--- src/rtl/cv_timing_gen_if.sv ---
// Signal bundle between cv_timing_gen (slave) and its controller/consumer (master).
// Sprite lookahead signals exist only when CV_TIMING_GEN_SP_LOOKAHEAD_EN is defined.
interface cv_timing_gen_if #(
    parameter int H_W     = 11,
    parameter int V_W     = 10,
    parameter int FRAME_W = 8
);
    logic               cs;
    logic [V_W-1:0]     line_cmp;
    logic               irq_en;
    logic               pix_en;
    logic               h_front;
    logic               h_sync;
    logic               h_back;
    logic               h_active;
    logic               h_end;
    logic [H_W-1:0]     h_count;
    logic               v_front;
    logic               v_sync;
    logic               v_back;
    logic               v_active;
    logic               v_end;
    logic [V_W-1:0]     v_count;
    logic               hsync_out;
    logic               vsync_out;
    logic [FRAME_W-1:0] frame_count;
    logic               line_irq;
`ifdef CV_TIMING_GEN_SP_LOOKAHEAD_EN
    logic [V_W-1:0]     sp_v_count;
    logic               sp_v_active;
`endif

    modport master (
        output cs, line_cmp, irq_en,
        input  pix_en, h_front, h_sync, h_back, h_active, h_end, h_count,
        input  v_front, v_sync, v_back, v_active, v_end, v_count,
        input  hsync_out, vsync_out, frame_count, line_irq
`ifdef CV_TIMING_GEN_SP_LOOKAHEAD_EN
        , input sp_v_count, sp_v_active
`endif
    );

    modport slave (
        input  cs, line_cmp, irq_en,
        output pix_en, h_front, h_sync, h_back, h_active, h_end, h_count,
        output v_front, v_sync, v_back, v_active, v_end, v_count,
        output hsync_out, vsync_out, frame_count, line_irq
`ifdef CV_TIMING_GEN_SP_LOOKAHEAD_EN
        , output sp_v_count, sp_v_active
`endif
    );
endinterface

--- src/rtl/cv_timing_gen.sv ---
// Parametrised CRT/LCD video timing generator: porch/sync/active phases, counts, frame counter, line irq.
// Optional next-line lookahead for the sprite engine: define CV_TIMING_GEN_SP_LOOKAHEAD_EN.

// Rejects phase lengths that the configured counter widths cannot hold.
module cv_timing_gen_chk #(
    parameter int PIX_DIV  = 2,
    parameter int H_W      = 11,
    parameter int V_W      = 10,
    parameter int H_FRONT  = 40,
    parameter int H_SYNC   = 128,
    parameter int H_BACK   = 88,
    parameter int H_ACTIVE = 800,
    parameter int V_FRONT  = 1,
    parameter int V_SYNC   = 4,
    parameter int V_BACK   = 23,
    parameter int V_ACTIVE = 600
) (
    input logic clk
);
    localparam longint H_RANGE = longint'(1) << H_W;
    localparam longint V_RANGE = longint'(1) << V_W;

    always @(posedge clk) begin
        assert (PIX_DIV >= 1)
            else $error("cv_timing_gen: PIX_DIV must be at least 1");
        assert (longint'(H_FRONT) <= H_RANGE && longint'(H_SYNC) <= H_RANGE &&
                longint'(H_BACK) <= H_RANGE && longint'(H_ACTIVE) <= H_RANGE)
            else $error("cv_timing_gen: horizontal count reaches 2^H_W");
        assert (longint'(V_FRONT) <= V_RANGE && longint'(V_SYNC) <= V_RANGE &&
                longint'(V_BACK) <= V_RANGE && longint'(V_ACTIVE) <= V_RANGE)
            else $error("cv_timing_gen: vertical count reaches 2^V_W");
    end
endmodule

module cv_timing_gen #(
    parameter int PIX_DIV  = 2,
    parameter int H_W      = 11,
    parameter int V_W      = 10,
    parameter int H_FRONT  = 40,
    parameter int H_SYNC   = 128,
    parameter int H_BACK   = 88,
    parameter int H_ACTIVE = 800,
    parameter int V_FRONT  = 1,
    parameter int V_SYNC   = 4,
    parameter int V_BACK   = 23,
    parameter int V_ACTIVE = 600,
    parameter bit HS_POL   = 1'b1,
    parameter bit VS_POL   = 1'b1,
    parameter int FRAME_W  = 8
) (
    input logic         clk,
    input logic         reset,
    cv_timing_gen_if.slave bus
);
    typedef enum logic [2:0] {ST_IDLE, ST_FRONT, ST_SYNC, ST_BACK, ST_ACTIVE} phase_t;

    localparam int DIV_W = (PIX_DIV > 1) ? $clog2(PIX_DIV) : 1;
    localparam logic [DIV_W-1:0] DIV_LAST = DIV_W'(PIX_DIV - 1);

    logic [DIV_W-1:0]   div_q, div_d;
    phase_t             h_state_q, h_state_d, v_state_q, v_state_d;
    logic [H_W-1:0]     h_cnt_q, h_cnt_d;
    logic [V_W-1:0]     v_cnt_q, v_cnt_d;
    logic [FRAME_W-1:0] frame_q, frame_d;
    logic               run_s, tick_s, h_end_s, v_end_s;
    logic [V_W-1:0]     v_count_s;

    function automatic phase_t next_phase(input phase_t s);
        case (s)
            ST_IDLE:   return ST_FRONT;
            ST_FRONT:  return ST_SYNC;
            ST_SYNC:   return ST_BACK;
            ST_BACK:   return ST_ACTIVE;
            ST_ACTIVE: return ST_FRONT;
            default:   return ST_IDLE;
        endcase
    endfunction

    function automatic logic [H_W-1:0] h_last(input phase_t s);
        case (s)
            ST_FRONT:  return H_W'(H_FRONT - 1);
            ST_SYNC:   return H_W'(H_SYNC - 1);
            ST_BACK:   return H_W'(H_BACK - 1);
            ST_ACTIVE: return H_W'(H_ACTIVE - 1);
            default:   return {H_W{1'b0}};
        endcase
    endfunction

    function automatic logic [V_W-1:0] v_last(input phase_t s);
        case (s)
            ST_FRONT:  return V_W'(V_FRONT - 1);
            ST_SYNC:   return V_W'(V_SYNC - 1);
            ST_BACK:   return V_W'(V_BACK - 1);
            ST_ACTIVE: return V_W'(V_ACTIVE - 1);
            default:   return {V_W{1'b0}};
        endcase
    endfunction

    cv_timing_gen_chk #(
        .PIX_DIV(PIX_DIV), .H_W(H_W), .V_W(V_W),
        .H_FRONT(H_FRONT), .H_SYNC(H_SYNC), .H_BACK(H_BACK), .H_ACTIVE(H_ACTIVE),
        .V_FRONT(V_FRONT), .V_SYNC(V_SYNC), .V_BACK(V_BACK), .V_ACTIVE(V_ACTIVE)
    ) u_chk (
        .clk(clk)
    );

    // Strobes are gated by reset as well so that reset cycles look exactly like idle ones.
    assign run_s   = bus.cs & ~reset;
    assign tick_s  = run_s & (div_q == DIV_LAST);
    assign h_end_s = tick_s & (h_state_q == ST_ACTIVE) & (h_cnt_q == h_last(ST_ACTIVE));
    assign v_end_s = h_end_s & (v_state_q == ST_ACTIVE) & (v_cnt_q == v_last(ST_ACTIVE));

    // State registers; reset wins over cs, and either one returns everything to idle.
    always_ff @(posedge clk) begin
        if (reset || !bus.cs) begin
            div_q     <= {DIV_W{1'b0}};
            h_state_q <= ST_IDLE;
            v_state_q <= ST_IDLE;
            h_cnt_q   <= {H_W{1'b0}};
            v_cnt_q   <= {V_W{1'b0}};
            frame_q   <= {FRAME_W{1'b0}};
        end else begin
            div_q     <= div_d;
            h_state_q <= h_state_d;
            v_state_q <= v_state_d;
            h_cnt_q   <= h_cnt_d;
            v_cnt_q   <= v_cnt_d;
            frame_q   <= frame_d;
        end
    end

    // Next state: divider, horizontal FSM on tick, vertical FSM on h_end, frame count on v_end.
    always_comb begin
        div_d     = div_q;
        h_state_d = h_state_q;
        h_cnt_d   = h_cnt_q;
        v_state_d = v_state_q;
        v_cnt_d   = v_cnt_q;
        frame_d   = frame_q;

        if (run_s) begin
            div_d = (div_q == DIV_LAST) ? {DIV_W{1'b0}} : div_q + DIV_W'(1);
        end else begin
            div_d = div_q;
        end

        if (tick_s && (h_state_q == ST_IDLE || h_cnt_q == h_last(h_state_q))) begin
            h_state_d = next_phase(h_state_q);
            h_cnt_d   = {H_W{1'b0}};
        end else if (tick_s) begin
            h_cnt_d = h_cnt_q + H_W'(1);
        end else begin
            h_cnt_d = h_cnt_q;
        end

        if (h_end_s && (v_state_q == ST_IDLE || v_cnt_q == v_last(v_state_q))) begin
            v_state_d = next_phase(v_state_q);
            v_cnt_d   = {V_W{1'b0}};
        end else if (h_end_s) begin
            v_cnt_d = v_cnt_q + V_W'(1);
        end else begin
            v_cnt_d = v_cnt_q;
        end

        if (v_end_s) begin
            frame_d = frame_q + FRAME_W'(1);
        end else begin
            frame_d = frame_q;
        end
    end

    assign v_count_s = (v_state_q == ST_ACTIVE) ? v_cnt_q : {V_W{1'b0}};

    assign bus.pix_en      = run_s & (div_q == {DIV_W{1'b0}});
    assign bus.h_front     = (h_state_q == ST_FRONT);
    assign bus.h_sync      = (h_state_q == ST_SYNC);
    assign bus.h_back      = (h_state_q == ST_BACK);
    assign bus.h_active    = (h_state_q == ST_ACTIVE) & (v_state_q == ST_ACTIVE);
    assign bus.h_end       = h_end_s;
    assign bus.h_count     = (h_state_q == ST_ACTIVE) ? h_cnt_q : {H_W{1'b0}};
    assign bus.v_front     = (v_state_q == ST_FRONT);
    assign bus.v_sync      = (v_state_q == ST_SYNC);
    assign bus.v_back      = (v_state_q == ST_BACK);
    assign bus.v_active    = (v_state_q == ST_ACTIVE);
    assign bus.v_end       = v_end_s;
    assign bus.v_count     = v_count_s;
    assign bus.hsync_out   = (h_state_q == ST_SYNC) ? HS_POL : ~HS_POL;
    assign bus.vsync_out   = (v_state_q == ST_SYNC) ? VS_POL : ~VS_POL;
    assign bus.frame_count = frame_q;
    assign bus.line_irq    = h_end_s & bus.irq_en & (v_state_q == ST_ACTIVE) &
                             (v_count_s == bus.line_cmp);

`ifdef CV_TIMING_GEN_SP_LOOKAHEAD_EN
    logic sp_last_back_s;

    // The sprite engine prepares line N+1 while line N is displayed.
    assign sp_last_back_s  = (v_state_q == ST_BACK) & (v_cnt_q == v_last(ST_BACK));
    assign bus.sp_v_active = sp_last_back_s |
                             ((v_state_q == ST_ACTIVE) & (v_cnt_q != v_last(ST_ACTIVE)));
    assign bus.sp_v_count  = sp_last_back_s ? {V_W{1'b0}} : v_count_s + V_W'(1);
`endif
endmodule

--- src/flat_wrapper.sv ---
// flat-port wrapper written by rule: the top's interface ports become plain ports
module cv_timing_gen_flat 
#(
    parameter int PIX_DIV  = 2,
    parameter int H_W      = 11,
    parameter int V_W      = 10,
    parameter int H_FRONT  = 40,
    parameter int H_SYNC   = 128,
    parameter int H_BACK   = 88,
    parameter int H_ACTIVE = 800,
    parameter int V_FRONT  = 1,
    parameter int V_SYNC   = 4,
    parameter int V_BACK   = 23,
    parameter int V_ACTIVE = 600,
    parameter bit HS_POL   = 1'b1,
    parameter bit VS_POL   = 1'b1,
    parameter int FRAME_W  = 8
)
  (clk, reset, bus_cs, bus_line_cmp, bus_irq_en, bus_pix_en, bus_h_front, bus_h_sync, bus_h_back, bus_h_active, bus_h_end, bus_h_count, bus_v_front, bus_v_sync, bus_v_back, bus_v_active, bus_v_end, bus_v_count, bus_hsync_out, bus_vsync_out, bus_frame_count, bus_line_irq);
  cv_timing_gen_if #(.H_W(H_W), .V_W(V_W), .FRAME_W(FRAME_W)) bus_i ();
  input logic clk;
  input logic reset;
  input wire logic [$bits(bus_i.cs)-1:0] bus_cs;
  input wire logic [$bits(bus_i.line_cmp)-1:0] bus_line_cmp;
  input wire logic [$bits(bus_i.irq_en)-1:0] bus_irq_en;
  output wire logic [$bits(bus_i.pix_en)-1:0] bus_pix_en;
  output wire logic [$bits(bus_i.h_front)-1:0] bus_h_front;
  output wire logic [$bits(bus_i.h_sync)-1:0] bus_h_sync;
  output wire logic [$bits(bus_i.h_back)-1:0] bus_h_back;
  output wire logic [$bits(bus_i.h_active)-1:0] bus_h_active;
  output wire logic [$bits(bus_i.h_end)-1:0] bus_h_end;
  output wire logic [$bits(bus_i.h_count)-1:0] bus_h_count;
  output wire logic [$bits(bus_i.v_front)-1:0] bus_v_front;
  output wire logic [$bits(bus_i.v_sync)-1:0] bus_v_sync;
  output wire logic [$bits(bus_i.v_back)-1:0] bus_v_back;
  output wire logic [$bits(bus_i.v_active)-1:0] bus_v_active;
  output wire logic [$bits(bus_i.v_end)-1:0] bus_v_end;
  output wire logic [$bits(bus_i.v_count)-1:0] bus_v_count;
  output wire logic [$bits(bus_i.hsync_out)-1:0] bus_hsync_out;
  output wire logic [$bits(bus_i.vsync_out)-1:0] bus_vsync_out;
  output wire logic [$bits(bus_i.frame_count)-1:0] bus_frame_count;
  output wire logic [$bits(bus_i.line_irq)-1:0] bus_line_irq;
  assign bus_i.cs = bus_cs;
  assign bus_i.line_cmp = bus_line_cmp;
  assign bus_i.irq_en = bus_irq_en;
  assign bus_pix_en = bus_i.pix_en;
  assign bus_h_front = bus_i.h_front;
  assign bus_h_sync = bus_i.h_sync;
  assign bus_h_back = bus_i.h_back;
  assign bus_h_active = bus_i.h_active;
  assign bus_h_end = bus_i.h_end;
  assign bus_h_count = bus_i.h_count;
  assign bus_v_front = bus_i.v_front;
  assign bus_v_sync = bus_i.v_sync;
  assign bus_v_back = bus_i.v_back;
  assign bus_v_active = bus_i.v_active;
  assign bus_v_end = bus_i.v_end;
  assign bus_v_count = bus_i.v_count;
  assign bus_hsync_out = bus_i.hsync_out;
  assign bus_vsync_out = bus_i.vsync_out;
  assign bus_frame_count = bus_i.frame_count;
  assign bus_line_irq = bus_i.line_irq;
  cv_timing_gen #(.PIX_DIV(PIX_DIV), .H_W(H_W), .V_W(V_W), .H_FRONT(H_FRONT), .H_SYNC(H_SYNC), .H_BACK(H_BACK), .H_ACTIVE(H_ACTIVE), .V_FRONT(V_FRONT), .V_SYNC(V_SYNC), .V_BACK(V_BACK), .V_ACTIVE(V_ACTIVE), .HS_POL(HS_POL), .VS_POL(VS_POL), .FRAME_W(FRAME_W)) u_core (.clk(clk), .reset(reset), .bus(bus_i));
endmodule
--- config.mk ---
export PLATFORM = sky130hd
export DESIGN_NAME = cv_timing_gen_flat
export DESIGN_NICKNAME = d
export VERILOG_FILES = /design/src/rtl/cv_timing_gen_if.sv /design/src/rtl/cv_timing_gen.sv /design/src/flat_wrapper.sv
export SDC_FILE = /design/constraint.sdc
export NUM_CORES = 1
export LEC_CHECK = 0
export CORE_AREA = 2 2 77 79
export DETAILED_ROUTE_END_ITERATION = 8
export DIE_AREA = 0 0 79 81
export HOLD_SLACK_MARGIN = 0.03
export PLACE_DENSITY = 0.86
export SETUP_SLACK_MARGIN = 0.5
export SLEW_MARGIN = 20
export SYNTH_ARGS = -nofsm -noshare
export SYNTH_HDL_FRONTEND = slang
export SYNTH_SLANG_ARGS = --single-unit
export TNS_END_PERCENT = 10
--- constraint.sdc ---
create_clock -name clk -period 2.6 [get_ports clk]
set_input_delay 0.65 -clock clk [delete_from_list [all_inputs] [get_ports clk]]
set_output_delay 0.65 -clock clk [all_outputs]
set_load 0.1 [all_outputs]
==> results.md, run 1 <==
- TritonCTS clock tree: done
- Final Power: 1.38 mW
- RSZ-0062 raised after global routing: true
- FF-to-FF Start: u_core.h_cnt_q[3]$_SDFFE_PP0P_
- Layout Cells excl Fill: 512
- Hold path startpoint: u_core.bus.frame_count[7]$_SDFFE_PN0P_
- Worst setup EP type: primary output
- Seq/Total Area, Yosys: 25.6%
- Critical path class: input pin to primary output
- CP Max Fanout: 3
- Post-Route WL: 11.2 mm
- DR DRC count: 0
- Die W: 79 um
- Pin count of the biggest net entering global routing: 37
- Initial core utilization: 49.6%
- Min Tclk post-route: 2.71 ns
- Vias in the first global route: 3183
- Ant. Diodes: 0
- Worst skew pair latency: 0.30 ns
- Post-Synth XOR/XNOR Area: 8.10%
- Worst hold stages: 2
- Most used DFF post-synth: dfxtp_1
- Worst hold slack: 0.496 ns
- Final HPWL DP: 5.81 mm
- Compound-Gate Fraction of Synth Area: 19.8%
- Leak Pwr: 1.70 nW
- Gate Count Post-Synth: 357
- Hold-fix buffers, CTS: 0
- Layout fillers: 290
- Post-route ant nets: 0
- First-pass GRT wire length: 15.4 mm
- TritonRoute pass-1 iters: 5
- Register area: 751 um^2
- Synth Warn #: 0
- PwrDens: 295 nW/um^2
- Max VDD drop: 0.000207 V
- Initial drt markers: 328
- Async SR Flop Fraction: 0%
- Final setup vio count: 2
- Main combinational cell family by area after synthesis: simple AND/OR/NAND/NOR gates
- Violated checks: negative setup slack
- Final Slew Violations: 0
- Rows: 28
- Slew HR: 48.3%
- H-tree depth: 2
- Measured slew at the worst slew-check pin: 0.772 ns
- Num ports: 57
- Total die area: 6400 um^2
- R2R cell count: 7
- Net count reported at finish: 453
- Syn avg cell area: 7.88 um^2
- Max-Cap Viols: 0
- Worst setup SP type: input pin
- Clock Tree Buf Depth: 2
- Post-Synth Simple-Gate Area: 36.1%
- Outcome: finished, violations left
- Adder-cell area share of the yosys netlist: 1.33%
- Core ar.: 5680 um^2
- Drt wl/cell: 21.9 um
- Final period util: 104%
- CTS root buf: clkbuf_8
- Antenna violations before repair: 0
- EDFF count, synth: 0
- Fin. Hold Viols: 0
- Total CTS buffers: 5
- Multi-input gate area: 2290 um^2
- Mux contribution to synthesized area: 1.47%
- Flops & latches, synth: 36
- Die height: 81 um
- Worst reg-to-reg setup slack: 0.37 ns
- Critical R2R Capture: u_core.v_state_q[1]$_SDFFE_PN0P_
- DR vias/cell: 6.71
- Final GP Congestion: 0.882
- Mapped cell area: 2810 um^2
- GR Overflow Total: 0
- Pre-CTS setup slack: -0.359 ns
- Placed cells: 487
- GRT Total Usage: 30.2%
- Critical Path RT: 1.95 ns
- Clock Pin Slew Worst Setup and Hold Paths: 0.08 ns
- CTS sink cnt: 36
- Final instance area: 4680 um^2
- I/O Buffers: 56
- Area after DPL: 3950 um^2
- Fmax: 369 MHz
- Vias: 3433
- Worst path arrival time: 2.06 ns
- Setup ws final: -0.112 ns
- Worst hold endpoint: u_core.bus.frame_count[7]$_SDFFE_PN0P_
- Layout cells sized above 1: 43.9%
- Synth unique cells: 67
- Post-Syn Nets: 374
- Layout area overhead: 66.4%
- Layout Skew: 0.00893 ns
- Hold Crit Class: flip-flop to flip-flop
what timing repair did:
item / 4_1_cts / 5_1_grt
endpoints found under the hold margin: 0 / 0
endpoints found under the setup margin: 59 / 57
cloned: 0 / 0
pin swaps: 30 / 40
buffers inserted: 10 / 7
gates resized for setup: 79 / 51
power breakdown:
| part | switching [mW] | leakage, nW | total (mW) | internal [mW] |
|---|---|---|---|---|
| clock network | 0.231 | 0.0784 | 0.711 | 0.480 |
| logic | 0.0727 | 1.32 | 0.121 | 0.0483 |
| registers | 0.00273 | 0.298 | 0.550 | 0.547 |
Yosys cell counts, types with 12 or more instances:
| cell | n | area [um^2] |
|---|---|---|
| dfxtp_1 | 36 | 721 |
| clkbuf_1 | 23 | 86.3 |
| nor2_1 | 22 | 82.6 |
| and3_1 | 17 | 106 |
| a211oi_1 | 16 | 120 |
| nand3_1 | 16 | 80.1 |
| xnor2_1 | 16 | 140 |
| and2_1 | 15 | 93.8 |
| a21oi_1 | 14 | 70.1 |
| nand2_1 | 14 | 52.6 |
| nor4_1 | 12 | 75.1 |
| o21ai_0 | 12 | 60.1 |
routing by layer:
layer | track usage, % | wire (um) | vias up
li1 | - | - | 1491
met1 | 36.5 | 4130 | 1660
met2 | 53.2 | 5640 | 219
met3 | 6.22 | 883 | 63
met4 | 11.0 | 574 | 0
met5 | 0 | 0 | -
critical path, stage by stage:
cell and delay [ns]:
buf_6 0.09, and4b_1 0.31, and2_4 0.20, nand3_4 0.10, clkinvlp_4 0.10, nand4_1 0.16, nor4_4 0.23, buf_12 0.21
cells in the final DEF, fill, tap and decap left out, types with 8 or more instances in the layout:
cell type,n
and3_4,11
o21ai_0,10
nand2_1,13
dfxtp_1,24
buf_6,9
nor2_1,18
xnor2_1,16
nand4_1,10
a211oi_1,14
nand2b_1,8
nand3_1,15
buf_4,50
xor2_1,10
a21oi_1,12
buf_12,36
and2_4,10
registers in the layout (all words and copies together), names as in the netlist:
signal,count
u_core.bus.frame_count,8
u_core.div_q,1
u_core.h_cnt_q,11
u_core.h_state_q,3
u_core.v_cnt_q,10
u_core.v_state_q,3
cell type report:
class | instances | area share, %
repair buffers | 110 | 29.0
multi-input cells | 276 | 48.9
well taps | 75 | 2.00
flip-flops and latches | 36 | 16.0
inverters | 7 | 0.642
clock inverters | 3 | 1.92
clock buffers | 5 | 1.47
worst max-delay path by stage:
stage | start | endpoint | slack [ns]
2_1_floorplan | reset | bus_line_irq | -0.86
3_5_place_dp | bus_cs | bus_line_irq | -0.36
6_report | reset | bus_line_irq | -0.11
3_3_place_gp | reset | bus_line_irq | -0.35
4_1_cts | u_core.h_cnt_q[7]$_SDFFE_PP0P_ | bus_line_irq | -0.15
5_1_grt | u_core.h_cnt_q[10]$_SDFFE_PP0P_ | bus_line_irq | -0.10
cell families (layout without fill, tap and decap cells):
logic type,after synthesis,after routing
multiplexers,4,4
AND/OR/NAND/NOR,164,164
adder cells (fa/ha/maj),3,3
AO/OA/AOI/OAI,79,79
flip-flops,36,36
buffers and inverters,45,125
XOR/XNOR,26,26
through the flow:
| stage | setup TNS [ns] | utilization (%) |
|---|---|---|
| CTS | -0.153 | 78.0 |
| global placement | -0.911 | 69.6 |
| finish | -0.135 | 82.5 |
| global route | -0.115 | 82.5 |
| detailed placement | -1.26 | 69.6 |
| floorplan | -8.67 | - |
Note: power is estimated with default switching activity, not from simulation.
==> inputs of run 2 (changes only) <==
- CAP_MARGIN: not set -> 10
==> results of run 2 <==
Same layout as run 1: the final DEF is identical, and so are final timing and power.
==> inputs of run 3 (changes only) <==
- MAX_ROUTING_LAYER: not set -> met4
==> run 3 against run 2 <==
  * Setup slack gained 0.027 ns
  * Clock power grew 1%
  * The run still ends with negative setup slack left
  * Final area grew 1.8%
  * Critical path type unchanged
  * Sequential share of layout area shrank 0.19 points
  * Largest power group unchanged
  * Largest cell class unchanged
  * Die area is the same
  * Critical path depth shrank 2
  * Clock-buffer cell count is the same
  * Utilization grew 1.5 points
==> results.md, run 3 (synthesis results as in run 1) <==
- Outcome: finished, violations left
- Violated checks: negative setup slack
- I/O Buffers: 56
- Final GP Congestion: 0.897
- Final Slew Violations: 0
- Layout cells sized above 1: 46.7%
- Die W: 79 um
- Worst setup EP type: primary output
- Final instance area: 4770 um^2
- Vias in the first global route: 3180
- TritonRoute pass-1 iters: 5
- Layout Cells excl Fill: 514
- Final Power: 1.40 mW
- Hold path startpoint: u_core.bus.frame_count[7]$_SDFFE_PN0P_
- Most common cell after layout, fill and taps aside: buf_4
- Antenna violations before repair: 0
- Worst setup SP type: input pin
- Layout area overhead: 69.5%
- Switching fraction of total power: 23.0%
- Pin count of the biggest net entering global routing: 37
- Critical Path RT: 1.95 ns
- Area after DPL: 3950 um^2
- Slew HR: 40.9%
- Max FFs per register: 11
- Rows: 28
- Highest-delay cell along the critical path: clkdlybuf4s50_1
- Core ar.: 5680 um^2
- Internal: 1.08 mW
- Critical path's top delay family: buffers and inverters
- Final setup vio count: 2
- Clock Tree Buf Depth: 2
- Leak Pwr: 1.72 nW
- Final HPWL DP: 5.81 mm
- Critical path cell sequence: clkdlybuf4s50_1 > nand3_1 > o21ai_0 > a22oi_2 > nor4_4 > buf_12
- Drt wl/cell: 22.9 um
- Final period util: 103%
- Setup ws final: -0.0852 ns
- Total CTS buffers: 5
- Initial core utilization: 49.6%
- Switch Pwr: 0.322 mW
- Critical path's largest stage delay: 0.52 ns
- TritonCTS clock tree: done
- DR DRC count: 0
- Critical path class: input pin to primary output
- Layout Skew: 0.0124 ns
- Clock power share: 51.6%
- Hold-fix buffers, CTS: 0
- Post-route ant nets: 0
- CTS root buf: clkbuf_8
- Total die area: 6400 um^2
- Worst path arrival time: 2.04 ns
- CP Max Fanout: 3
- RSZ-0062 raised after global routing: true
- Max-Cap Viols: 0
- CTS sink cnt: 36
- Most frequent cells in the layout: buf_4 (50), buf_12 (36), dfxtp_1 (22)
- CP startpoint: bus_line_cmp[9]
- GR Overflow Total: 0
- FF-to-FF Start: u_core.v_cnt_q[8]$_SDFFE_PP0P_
- Post-Route WL: 11.8 mm
- First-pass GRT wire length: 15.5 mm
- H-tree depth: 2
- GRT Total Usage: 31.2%
- Fin. Hold Viols: 0
- Sequential Power Share: 39.3%
- Num ports: 57
- Biggest register: u_core.h_cnt_q
- Worst skew pair latency: 0.31 ns
- Ant. Diodes: 0
- Measured slew at the worst slew-check pin: 0.883 ns
- Min Tclk post-route: 2.69 ns
- PwrDens: 293 nW/um^2
- Initial drt markers: 287
- Buf+Inv Stages, Crit Path: 2
- DR vias/cell: 6.78
- Vias: 3485
- Placed cells: 487
- Hold Crit Class: flip-flop to flip-flop
- Max VDD drop: 0.000260 V
- Clock Pin Slew Worst Setup and Hold Paths: 0.08 ns
- Combinational power share: 9.1%
- Die height: 81 um
- Net count reported at finish: 455
- Fmax: 372 MHz
[run 3: power by group through the flow]
stage / Sequential, mW / Combinational [mW] / Clock, mW
2_1_floorplan: 0.567 / 0.0605 / 0
3_3_place_gp: 0.567 / 0.103 / 0
3_5_place_dp: 0.567 / 0.106 / 0
4_1_cts: 0.552 / 0.110 / 0.702
5_1_grt: 0.549 / 0.130 / 0.731
6_report: 0.549 / 0.127 / 0.721
[run 3: final timing paths]
check | end | slack (ns) | depth (start not counted)
worst min-delay path | u_core.bus.frame_count[7]$_SDFFE_PN0P_ | 0.50 | 2
worst min register to register | u_core.bus.frame_count[7]$_SDFFE_PN0P_ | 0.50 | 2
worst max-delay path | bus_line_irq | -0.09 | 6
worst max register to register | u_core.v_state_q[2]$_SDFFE_PN0P_ | 0.41 | 6
[run 3: cell type report]
type / count / area (um^2)
clock buffers: 5 / 68.8
clock inverters: 3 / 90.1
fillers: 274 / 908
inverters: 7 / 30.0
multi-input cells: 276 / 2350
flip-flops and latches: 36 / 756
well taps: 75 / 93.8
repair buffers: 112 / 1380
[run 3: worst register-to-register path, cell delays in order, from the launching register on]
cell     delay [ns]
dfxtp_2        0.34
or4_4          0.55
buf_6          0.15
a21o_1         0.16
a31o_4         0.25
or4b_4         0.53
a21oi_2        0.15
[run 3: per-layer routing]
metal	part of all wire (%)	vias to the layer above	global-route usage [%]	wire (um)
met5	0	-	-	0
met4	5.3	0	10.9	620
met3	7.8	62	5.56	920
met2	49	244	53.0	5720
met1	38	1677	37.6	4530
li1	-	1502	-	-
[run 3: repair_timing]
action                                  in CTS  in global routing
endpoints found under the setup margin      59                 57
pin swaps                                   30                 46
buffers inserted                            10                  9
resized for setup                           79                 66
[run 3: metrics by stage]
| stage | utilization [%] | hold WS, ns | setup slack (ns) | TNS (ns) |
|---|---|---|---|---|
| 2_1_floorplan | - | 0.485 | -0.862 | -8.67 |
| 3_3_place_gp | 69.6 | 0.469 | -0.346 | -0.911 |
| 3_5_place_dp | 69.6 | 0.481 | -0.359 | -1.26 |
| 4_1_cts | 78.0 | 0.493 | -0.153 | -0.153 |
| 5_1_grt | 84.0 | 0.526 | -0.148 | -0.165 |
| 6_report | 84.0 | 0.497 | -0.0852 | -0.0953 |
